File: src/rtl/b_count_if.sv
// Request/response bundle for the Zbb counting unit: a valid/ready request
// channel carrying op, word mode, operand and tag, and a valid/ready result
// channel carrying the result and the same tag.
interface b_count_if #(
    parameter int WIDTH = 64,
    parameter int TAG_W = 5
);
    logic             in_valid;
    logic             in_ready;
    logic [1:0]       in_op;
    logic             in_word;
    logic [WIDTH-1:0] in_operand;
    logic [TAG_W-1:0] in_tag;
    logic             out_valid;
    logic             out_ready;
    logic [WIDTH-1:0] out_result;
    logic [TAG_W-1:0] out_tag;

    // Issue side: presents requests and consumes results.
    modport master (
        output in_valid, in_op, in_word, in_operand, in_tag, out_ready,
        input  in_ready, out_valid, out_result, out_tag
    );

    // Functional unit side.
    modport slave (
        input  in_valid, in_op, in_word, in_operand, in_tag, out_ready,
        output in_ready, out_valid, out_result, out_tag
    );
endinterface

File: src/rtl/b_count_unit.sv
// Two-stage Zbb counting unit: cpop/clz/ctz (and their w-variants) plus orc.b.
// S1 reduces every operand byte to popcount, non-zero flag and lowest/highest
// set-bit index; S2 combines the byte summaries into the final result.
// Both stages use valid/ready with full back-pressure; flush kills both stages.
module b_count_unit #(
    parameter int WIDTH = 64,
    parameter int TAG_W = 5
) (
    input  logic      clk,
    input  logic      rst,
    input  logic      flush,
    b_count_if.slave  bus
);
    localparam int NB = WIDTH / 8;
    localparam int CW = $clog2(WIDTH) + 1;
    localparam logic [WIDTH-1:0] LOW_MASK = WIDTH'(64'h0000_0000_FFFF_FFFF);

    function automatic logic [3:0] pop8(input logic [7:0] b);
        logic [3:0] n;
        n = '0;
        for (int i = 0; i < 8; i++) n = n + {3'b000, b[i]};
        return n;
    endfunction

    // Scanning downwards so the last hit is the lowest set bit.
    function automatic logic [2:0] low8(input logic [7:0] b);
        logic [2:0] idx;
        idx = '0;
        for (int i = 7; i >= 0; i--) if (b[i]) idx = 3'(i);
        return idx;
    endfunction

    // Scanning upwards so the last hit is the highest set bit.
    function automatic logic [2:0] high8(input logic [7:0] b);
        logic [2:0] idx;
        idx = '0;
        for (int i = 0; i < 8; i++) if (b[i]) idx = 3'(i);
        return idx;
    endfunction

    // Pipeline state
    logic                s1_valid_reg;
    logic [1:0]          s1_op_reg;
    logic                s1_word_reg;
    logic [TAG_W-1:0]    s1_tag_reg;
    logic [NB*4-1:0]     s1_pc_reg;
    logic [NB-1:0]       s1_nz_reg;
    logic [NB*3-1:0]     s1_lo_reg;
    logic [NB*3-1:0]     s1_hi_reg;
    logic                s2_valid_reg;
    logic [WIDTH-1:0]    s2_result_reg;
    logic [TAG_W-1:0]    s2_tag_reg;

    // Handshake
    logic s2_adv;
    logic s1_adv;
    logic accept;

    assign s2_adv       = ~s2_valid_reg | bus.out_ready;
    assign s1_adv       = ~s1_valid_reg | s2_adv;
    assign bus.in_ready = s1_adv & ~rst & ~flush;
    assign accept       = bus.in_valid & bus.in_ready;

    // Word mode only narrows the operand on 64-bit builds, and never for orc.b.
    logic             word_eff;
    logic [WIDTH-1:0] operand_eff;
    logic [NB*4-1:0]  pc_next;
    logic [NB-1:0]    nz_next;
    logic [NB*3-1:0]  lo_next;
    logic [NB*3-1:0]  hi_next;

    assign word_eff    = (WIDTH == 64) && bus.in_word && (bus.in_op != 2'b11);
    assign operand_eff = word_eff ? (bus.in_operand & LOW_MASK) : bus.in_operand;

    generate
        for (genvar gi = 0; gi < NB; gi++) begin : g_byte
            logic [7:0] byte_val;
            assign byte_val           = operand_eff[gi*8 +: 8];
            assign pc_next[gi*4 +: 4] = pop8(byte_val);
            assign nz_next[gi]        = |byte_val;
            assign lo_next[gi*3 +: 3] = low8(byte_val);
            assign hi_next[gi*3 +: 3] = high8(byte_val);
        end
    endgenerate

    // Stage valids: cleared by reset or flush, otherwise advance with the handshake.
    always_ff @(posedge clk) begin
        if (rst || flush) begin
            s1_valid_reg <= 1'b0;
            s2_valid_reg <= 1'b0;
        end else begin
            if (s1_adv) s1_valid_reg <= bus.in_valid;
            if (s2_adv) s2_valid_reg <= s1_valid_reg;
        end
    end

    // S1 payload: byte summaries captured only on an accepted request.
    always_ff @(posedge clk) begin
        if (accept) begin
            s1_op_reg   <= bus.in_op;
            s1_word_reg <= word_eff;
            s1_tag_reg  <= bus.in_tag;
            s1_pc_reg   <= pc_next;
            s1_nz_reg   <= nz_next;
            s1_lo_reg   <= lo_next;
            s1_hi_reg   <= hi_next;
        end
    end

    // S2 combine: adder tree, priority select over byte flags, or byte fan-out.
    logic [CW-1:0]    n_eff;
    logic [CW-1:0]    cpop_val;
    logic [CW-1:0]    hi_pos;
    logic [CW-1:0]    lo_pos;
    logic [CW-1:0]    clz_val;
    logic [CW-1:0]    ctz_val;
    logic             any_nz;
    logic [WIDTH-1:0] result_next;

    always_comb begin
        n_eff       = s1_word_reg ? CW'(32) : CW'(WIDTH);
        cpop_val    = '0;
        hi_pos      = '0;
        lo_pos      = '0;
        any_nz      = |s1_nz_reg;
        result_next = '0;
        for (int b = 0; b < NB; b++)
            cpop_val = cpop_val + CW'(s1_pc_reg[b*4 +: 4]);
        for (int b = 0; b < NB; b++)
            if (s1_nz_reg[b]) hi_pos = CW'(b*8) + CW'(s1_hi_reg[b*3 +: 3]);
        for (int b = NB - 1; b >= 0; b--)
            if (s1_nz_reg[b]) lo_pos = CW'(b*8) + CW'(s1_lo_reg[b*3 +: 3]);
        clz_val = any_nz ? (n_eff - CW'(1) - hi_pos) : n_eff;
        ctz_val = any_nz ? lo_pos : n_eff;
        case (s1_op_reg)
            2'b00:   result_next[CW-1:0] = cpop_val;
            2'b01:   result_next[CW-1:0] = clz_val;
            2'b10:   result_next[CW-1:0] = ctz_val;
            default: for (int b = 0; b < NB; b++) result_next[b*8 +: 8] = {8{s1_nz_reg[b]}};
        endcase
    end

    // S2 payload: held while stalled so the consumer sees a stable result.
    always_ff @(posedge clk) begin
        if (rst) begin
            s2_result_reg <= '0;
            s2_tag_reg    <= '0;
        end else if (s1_valid_reg && s2_adv && !flush) begin
            s2_result_reg <= result_next;
            s2_tag_reg    <= s1_tag_reg;
        end
    end

    assign bus.out_valid  = s2_valid_reg;
    assign bus.out_result = s2_result_reg;
    assign bus.out_tag    = s2_tag_reg;
endmodule

File: src/flat_wrapper.sv
// flat-port wrapper written by rule: the top's interface ports become plain ports
module b_count_unit_flat 
#(
    parameter int WIDTH = 64,
    parameter int TAG_W = 5
)
  (clk, rst, flush, bus_in_valid, bus_in_op, bus_in_word, bus_in_operand, bus_in_tag, bus_out_ready, bus_in_ready, bus_out_valid, bus_out_result, bus_out_tag);
  b_count_if #(.WIDTH(WIDTH), .TAG_W(TAG_W)) bus_i ();
  input  logic clk;
  input  logic rst;
  input  logic flush;
  input wire logic [$bits(bus_i.in_valid)-1:0] bus_in_valid;
  input wire logic [$bits(bus_i.in_op)-1:0] bus_in_op;
  input wire logic [$bits(bus_i.in_word)-1:0] bus_in_word;
  input wire logic [$bits(bus_i.in_operand)-1:0] bus_in_operand;
  input wire logic [$bits(bus_i.in_tag)-1:0] bus_in_tag;
  input wire logic [$bits(bus_i.out_ready)-1:0] bus_out_ready;
  output wire logic [$bits(bus_i.in_ready)-1:0] bus_in_ready;
  output wire logic [$bits(bus_i.out_valid)-1:0] bus_out_valid;
  output wire logic [$bits(bus_i.out_result)-1:0] bus_out_result;
  output wire logic [$bits(bus_i.out_tag)-1:0] bus_out_tag;
  assign bus_i.in_valid = bus_in_valid;
  assign bus_i.in_op = bus_in_op;
  assign bus_i.in_word = bus_in_word;
  assign bus_i.in_operand = bus_in_operand;
  assign bus_i.in_tag = bus_in_tag;
  assign bus_i.out_ready = bus_out_ready;
  assign bus_in_ready = bus_i.in_ready;
  assign bus_out_valid = bus_i.out_valid;
  assign bus_out_result = bus_i.out_result;
  assign bus_out_tag = bus_i.out_tag;
  b_count_unit #(.WIDTH(WIDTH), .TAG_W(TAG_W)) u_core (.clk(clk), .rst(rst), .flush(flush), .bus(bus_i));
endmodule
File: config.mk
export PLATFORM = sky130hd
export DESIGN_NAME = b_count_unit_flat
export DESIGN_NICKNAME = d
export VERILOG_FILES = /design/src/rtl/b_count_if.sv /design/src/rtl/b_count_unit.sv /design/src/flat_wrapper.sv
export SDC_FILE = /design/constraint.sdc
export NUM_CORES = 1
export LEC_CHECK = 0
export CAP_MARGIN = 20
export CORE_MARGIN = 2
export CORE_UTILIZATION = 35
export CTS_CLUSTER_DIAMETER = 150
export CTS_CLUSTER_SIZE = 8
export DETAILED_ROUTE_END_ITERATION = 6
export GPL_TIMING_DRIVEN = 0
export HOLD_SLACK_MARGIN = 0.08
export PLACE_DENSITY = 0.58
export SYNTH_ARGS = -nofsm -noshare
export SYNTH_HDL_FRONTEND = slang
export SYNTH_SLANG_ARGS = --single-unit
File: constraint.sdc
create_clock -name clk -period 4.91 [get_ports clk]
set_input_delay 0.982 -clock clk [delete_from_list [all_inputs] [get_ports clk]]
set_output_delay 0.982 -clock clk [all_outputs]
set_load 0.01 [all_outputs]
After elaboration in Yosys (flattened, before gate mapping)
Cells that the tools add are included.
{"block": "word_totals", "inputBits": 77, "out_inout_bits": 71, "reg_bits": 167, "word_cells": 322}
{"block": "classes", "reduce_logical": 48, "add_sub_neg": 79, "muxes": 126, "bitwise_logic": 9, "eq_ne": 3}
{"cell": "4-bit by 1-bit adder with 4-bit output", "count": 48}
{"cell": "7-bit 2-to-1 mux", "count": 18}
{"cell": "3-bit 2-to-1 mux", "count": 35}
{"cell": "2-bit 2-to-1 mux", "count": 46}
{"cell": "8-bit OR reduction", "count": 9}
{"cell": "64-bit 2-to-1 mux", "count": 1}
{"cell": "4-bit OR reduction", "count": 16}
{"cell": "57-bit 2-to-1 mux", "count": 1}
{"cell": "6-bit by 3-bit adder with 7-bit output (first input constant)", "count": 8}
{"cell": "7-bit by 4-bit adder with 7-bit output", "count": 6}
{"cell": "2-bit OR reduction", "count": 16}
{"cell": "5-bit by 3-bit adder with 6-bit output (first input constant)", "count": 4}
{"cell": "1-bit 2-to-1 mux", "count": 24}
{"cell": "7-bit case mux with 3 select lines", "count": 1}
{"cell": "1-bit by 1-bit adder with 2-bit output", "count": 8}
{"cell": "4-bit by 3-bit adder with 5-bit output (first input constant)", "count": 2}
{"cell": "7-bit by 1-bit subtractor with 7-bit output (second input constant)", "count": 1}
{"cell": "7-bit subtractor", "count": 1}
{"cell": "4-bit by 4-bit adder with 5-bit output", "count": 1}
{"cell": "1-bit inverter", "count": 4}
{"cell": "1-bit AND", "count": 3}
{"cell": "1-bit logical AND", "count": 3}
{"cell": "3-bit OR reduction", "count": 1}
{"cell": "2-bit by 1-bit == test with 1-bit output (second input constant)", "count": 1}
{"cell": "6 further kinds", "count": 7}

Longest topological paths before layout
{"block": "depth", "ltp_word": 11, "mapped_depth": 16, "ltp_nobuf": 16}

Worst setup path after synthesis
OpenSTA, ideal clock, no wires.
{"block": "synth_timing", "kind": "reg2reg", "startpoint": "register u_core.s1_pc_reg[1]", "endpoint": "register u_core.s2_result_reg[6] (netlist: u_core.bus.out_result[6])", "t_required_ps": 4831, "n_path_buf": 0, "t_arrival_ps": 4587, "stages_incl_launch_ff": 17, "period_less_slack_ps": 4667, "setup_slack_ps": 243, "setup_ps": 79, "path_cell_list": "edfxtp_1 ha_1 a21o_1 a21oi_1 xnor2_1 fa_1 inv_1 fa_1 fa_1 fa_1 inv_1 ha_1 o21ai_0 or4b_2 o31ai_1 a21oi_1 a211oi_2"}
{"block": "synth_between", "elab_chain_cells": 8}
{"item": "start: declaration", "line_no": "b_count_unit.sv:46", "rtl": "logic [NB*4-1:0] s1_pc_reg;"}
{"item": "start signal: assignment", "line_no": "b_count_unit.sv:103", "rtl": "s1_pc_reg <= pc_next;"}
{"item": "4-bit by 4-bit adder with 5-bit output", "line_no": "b_count_unit.sv:128", "rtl": "cpop_val = cpop_val + CW'(s1_pc_reg[b*4 +: 4]);"}
{"item": "7-bit by 4-bit adder with 7-bit output (6 in a row)", "line_no": "b_count_unit.sv:128"}
{"item": "7-bit case mux with 3 select lines", "line_no": "b_count_unit.sv:135", "rtl": "case (s1_op_reg)"}
{"item": "end signal: assignment", "line_no": "b_count_unit.sv:149", "rtl": "s2_result_reg <= result_next;"}
{"item": "end: declaration", "line_no": "b_count_unit.sv:51", "rtl": "logic [WIDTH-1:0] s2_result_reg;"}
No other way between the ends.
A chain may end at the register's enable or synchronous reset.

Worst setup path after layout
{"block": "layout_timing", "startpoint": "register u_core.s1_pc_reg[1]", "endpoint": "register u_core.s2_result_reg[5] (netlist: u_core.bus.out_result[5])"}
The elaborated chain is that of the path after synthesis.

==> reports/summary.txt <==
status -> finished clean
largest net degree at the start of global routing -> 50
die span in x -> 156.2 µm
grt total ovfl -> 0
die height -> 156.2 µm
Final Max Tran Viols -> 0
ys async rst share -> 0%
Worst Max-Slew Pin Slew -> 0.7849 ns
H-tree depth -> 4
final wirelength -> 19.66 mm
Clk network pwr share -> 30.8%
clock slew at reported path FFs -> 0.06 ns
Worst Skew -> 0.01128 ns
leading area contributor after synthesis -> edfxtp_1
vias per cell -> 4.803
mapped cell area -> 8105 µm²
area delta synth->final -> 31.26%
DR iter-0 viols -> 384
Cell Area, Placed -> 9963 µm²
DR top layer -> met4
top-area cell type share of the netlist area -> 35.57%
NetSw -> 0.001323 W
sequential power share -> 30.3%
critical path required time -> 5.19 ns
core box area -> 22710 µm²
nets -> 1155
routed len/inst -> 15.40 µm
CTS buffer count -> 17
initial antenna violation count -> 0
WL met2 -> 9.506 mm
WS Path Type -> reg2reg
Leakage -> 4.406 nW
M1 wire length -> 8.958 mm
ANT cells -> 0
most frequent cells after synthesis -> inv_1, edfxtp_1, a21oi_1
final instance area -> 10640 µm²
final hold vios -> 0
Worst Path Arrival -> 4.99 ns
CTS max path bufs -> 2
Initial Utilization -> 35.69%
std cell rows -> 55
Seq/Total Area, Yosys -> 41.00%
Final setup viols -> 0
Yosys reg bits -> 118
CTS sink count -> 118
Max Fanout on Critical Path -> 2
max reg flops -> 32
top post-synthesis cells by area -> edfxtp_1, fa_1, ha_1
maxcap violations -> 0
WL met3 -> 1.052 mm
Cells after Synth -> 810
YS warnings -> 0
clk_lat worst skew -> 0.42 ns
GPL Wtd Cong -> 0.8394
CTS root buffer -> clkbuf_16
combinational share of power -> 38.9%
DIE AREA -> 24390 µm²
Remaining DRCs -> 0
relative slew slack -> 46.32%
pre-CTS WS -> -0.1283 ns
first-pass GRT wire length -> 31.40 mm
Hold-fix buffers, CTS -> 0
Post-synth EDFFs -> 96
fillers -> 2119
Synth Net Count -> 986
final critical-path required period -> 4.703 ns
CTS tree -> done
CP endpoint kind -> register
Internal -> 0.002605 W
switch share -> 33.68%
VDD IR max -> 367.9 µV
IO Port Bufs -> 147
Hold Path Class -> reg2reg
vias -> 6134
Tcrit/Tclk final -> 95.78%
GRT Util Overall -> 16.62%
startpoint types -> register
Netlist cell types -> 50
Final WS setup -> 0.2071 ns
drt first pass iters -> 5
vias in the first global route -> 6012
dpl hpwl -> 15.51 mm
top achievable clock speed -> 0.2126 GHz
power density cells -> 369.2 nW/µm²
I/O pins -> 148
Routed Antenna Nets -> 0
layout cell share with drive strength beyond 1 -> 11.39%
setup TNS -> 0 ns
Syn Area/Cell -> 10.01 µm²
Primary FF master, synth -> edfxtp_1
most common cell in the synthesized netlist -> inv_1
[worst paths after layout]
check	start	to	slack, ns	depth (start not counted)
setup / recovery	u_core.s1_pc_reg[1]	u_core.bus.out_result[5]	0.21	15
setup reg to reg	u_core.s1_pc_reg[1]	u_core.bus.out_result[5]	0.21	15
hold reg to reg	u_core.bus.out_tag[0]	u_core.bus.out_tag[0]	0.45	2
hold / removal	u_core.bus.out_tag[0]	u_core.bus.out_tag[0]	0.45	2
[cells in the final DEF, fill, tap and decap left out, drive strengths merged, types with 3 or more instances in the layout]
master           n
a211oi           8
a21o             8
a21oi           82
a221o            6
a221oi           3
a22o             3
a22oi            4
a31oi            4
and2            11
and3             4
buf             55
clkbuf          35
clkdlybuf4s50  147
clkinv           7
clkinvlp         4
dfxtp           22
edfxtp          96
fa              51
ha              48
inv            137
nand2           55
nand2b           3
nand3           11
nand3b           4
nand4            4
nor2            55
nor2b           14
nor3            15
o2111ai          3
o21ai           28
o21bai          13
o221ai           5
o31a             5
o31ai            9
or2              6
xnor2           12
[power by group through the flow]
| stage | clock [W] | combinational [W] | sequential (W) |
|---|---|---|---|
| final | 0.00121 | 0.00153 | 0.00119 |
| after global routing | 0.00127 | 0.00176 | 0.00120 |
| after CTS | 0.00124 | 0.00141 | 0.00119 |
| after detailed placement | 0 | 0.00134 | 0.00121 |
| after global placement | 0 | 0.00131 | 0.00122 |
| after floorplan | 0 | 0.000939 | 0.00121 |
[layout make-up]
type	count	area (µm²)	share of cell area [%]
Multi-Input combinational cell	487	3894	36.60
Clock buffer	17	425.4	3.999
Buffer	70	462.9	4.351
Inverter	135	506.7	4.763
Sequential cell	118	3323	31.24
Tap cell	285	356.6	3.352
Clock inverter	15	156.4	1.470
Timing Repair Buffer	150	1514	14.23
[what timing repair did]
item                       4_1_cts  5_1_grt
setup endpoints to repair        2        2
pin swaps                        4        5
gates resized for setup          5        9
setup buffers                    1        1
[cell families (layout without fill, tap and decap cells)]
logic type      count (synthesis)  count (layout)  synth area share [%]
buf+inv                       205             387                 11.96
simple gates                  189             189                 11.11
compound gates                185             185                 14.40
flops                         118             118                 41.00
fa+ha+maj                      99              99                 20.01
xor+xnor                       14              14                 1.513
[critical path: stages, from the launching register on]
cell	delay [ns]
edfxtp_1	0.40
buf_4	0.16
fa_2	0.39
xor2_1	0.17
fa_1	0.49
inv_1	0.06
fa_1	0.56
fa_1	0.46
fa_1	0.52
inv_1	0.07
fa_2	0.37
a21o_1	0.19
a21oi_2	0.17
xnor2_2	0.12
a2111oi_4	0.38
nor3_1	0.09
[stage by stage]
stage,hold slack [ns],total power [W],instances,util (%)
3_3_place_gp,0.4412,0.002522,1242,43.74
4_1_cts,0.4562,0.003834,1276,46.58
2_1_floorplan,0.4713,0.002145,810,-
6_report,0.4533,0.003928,1277,46.85
3_5_place_dp,0.4480,0.002551,1243,43.87
5_1_grt,0.4740,0.004226,1277,46.85
[metal layers]
layer | up-vias | track usage, %
li1 | 3047 | -
met1 | 2895 | 21.86
met2 | 179 | 28.40
met3 | 13 | 3.250
met4 | 0 | 3.757
met5 | - | 0
Note: power is estimated with default switching activity, not from simulation.
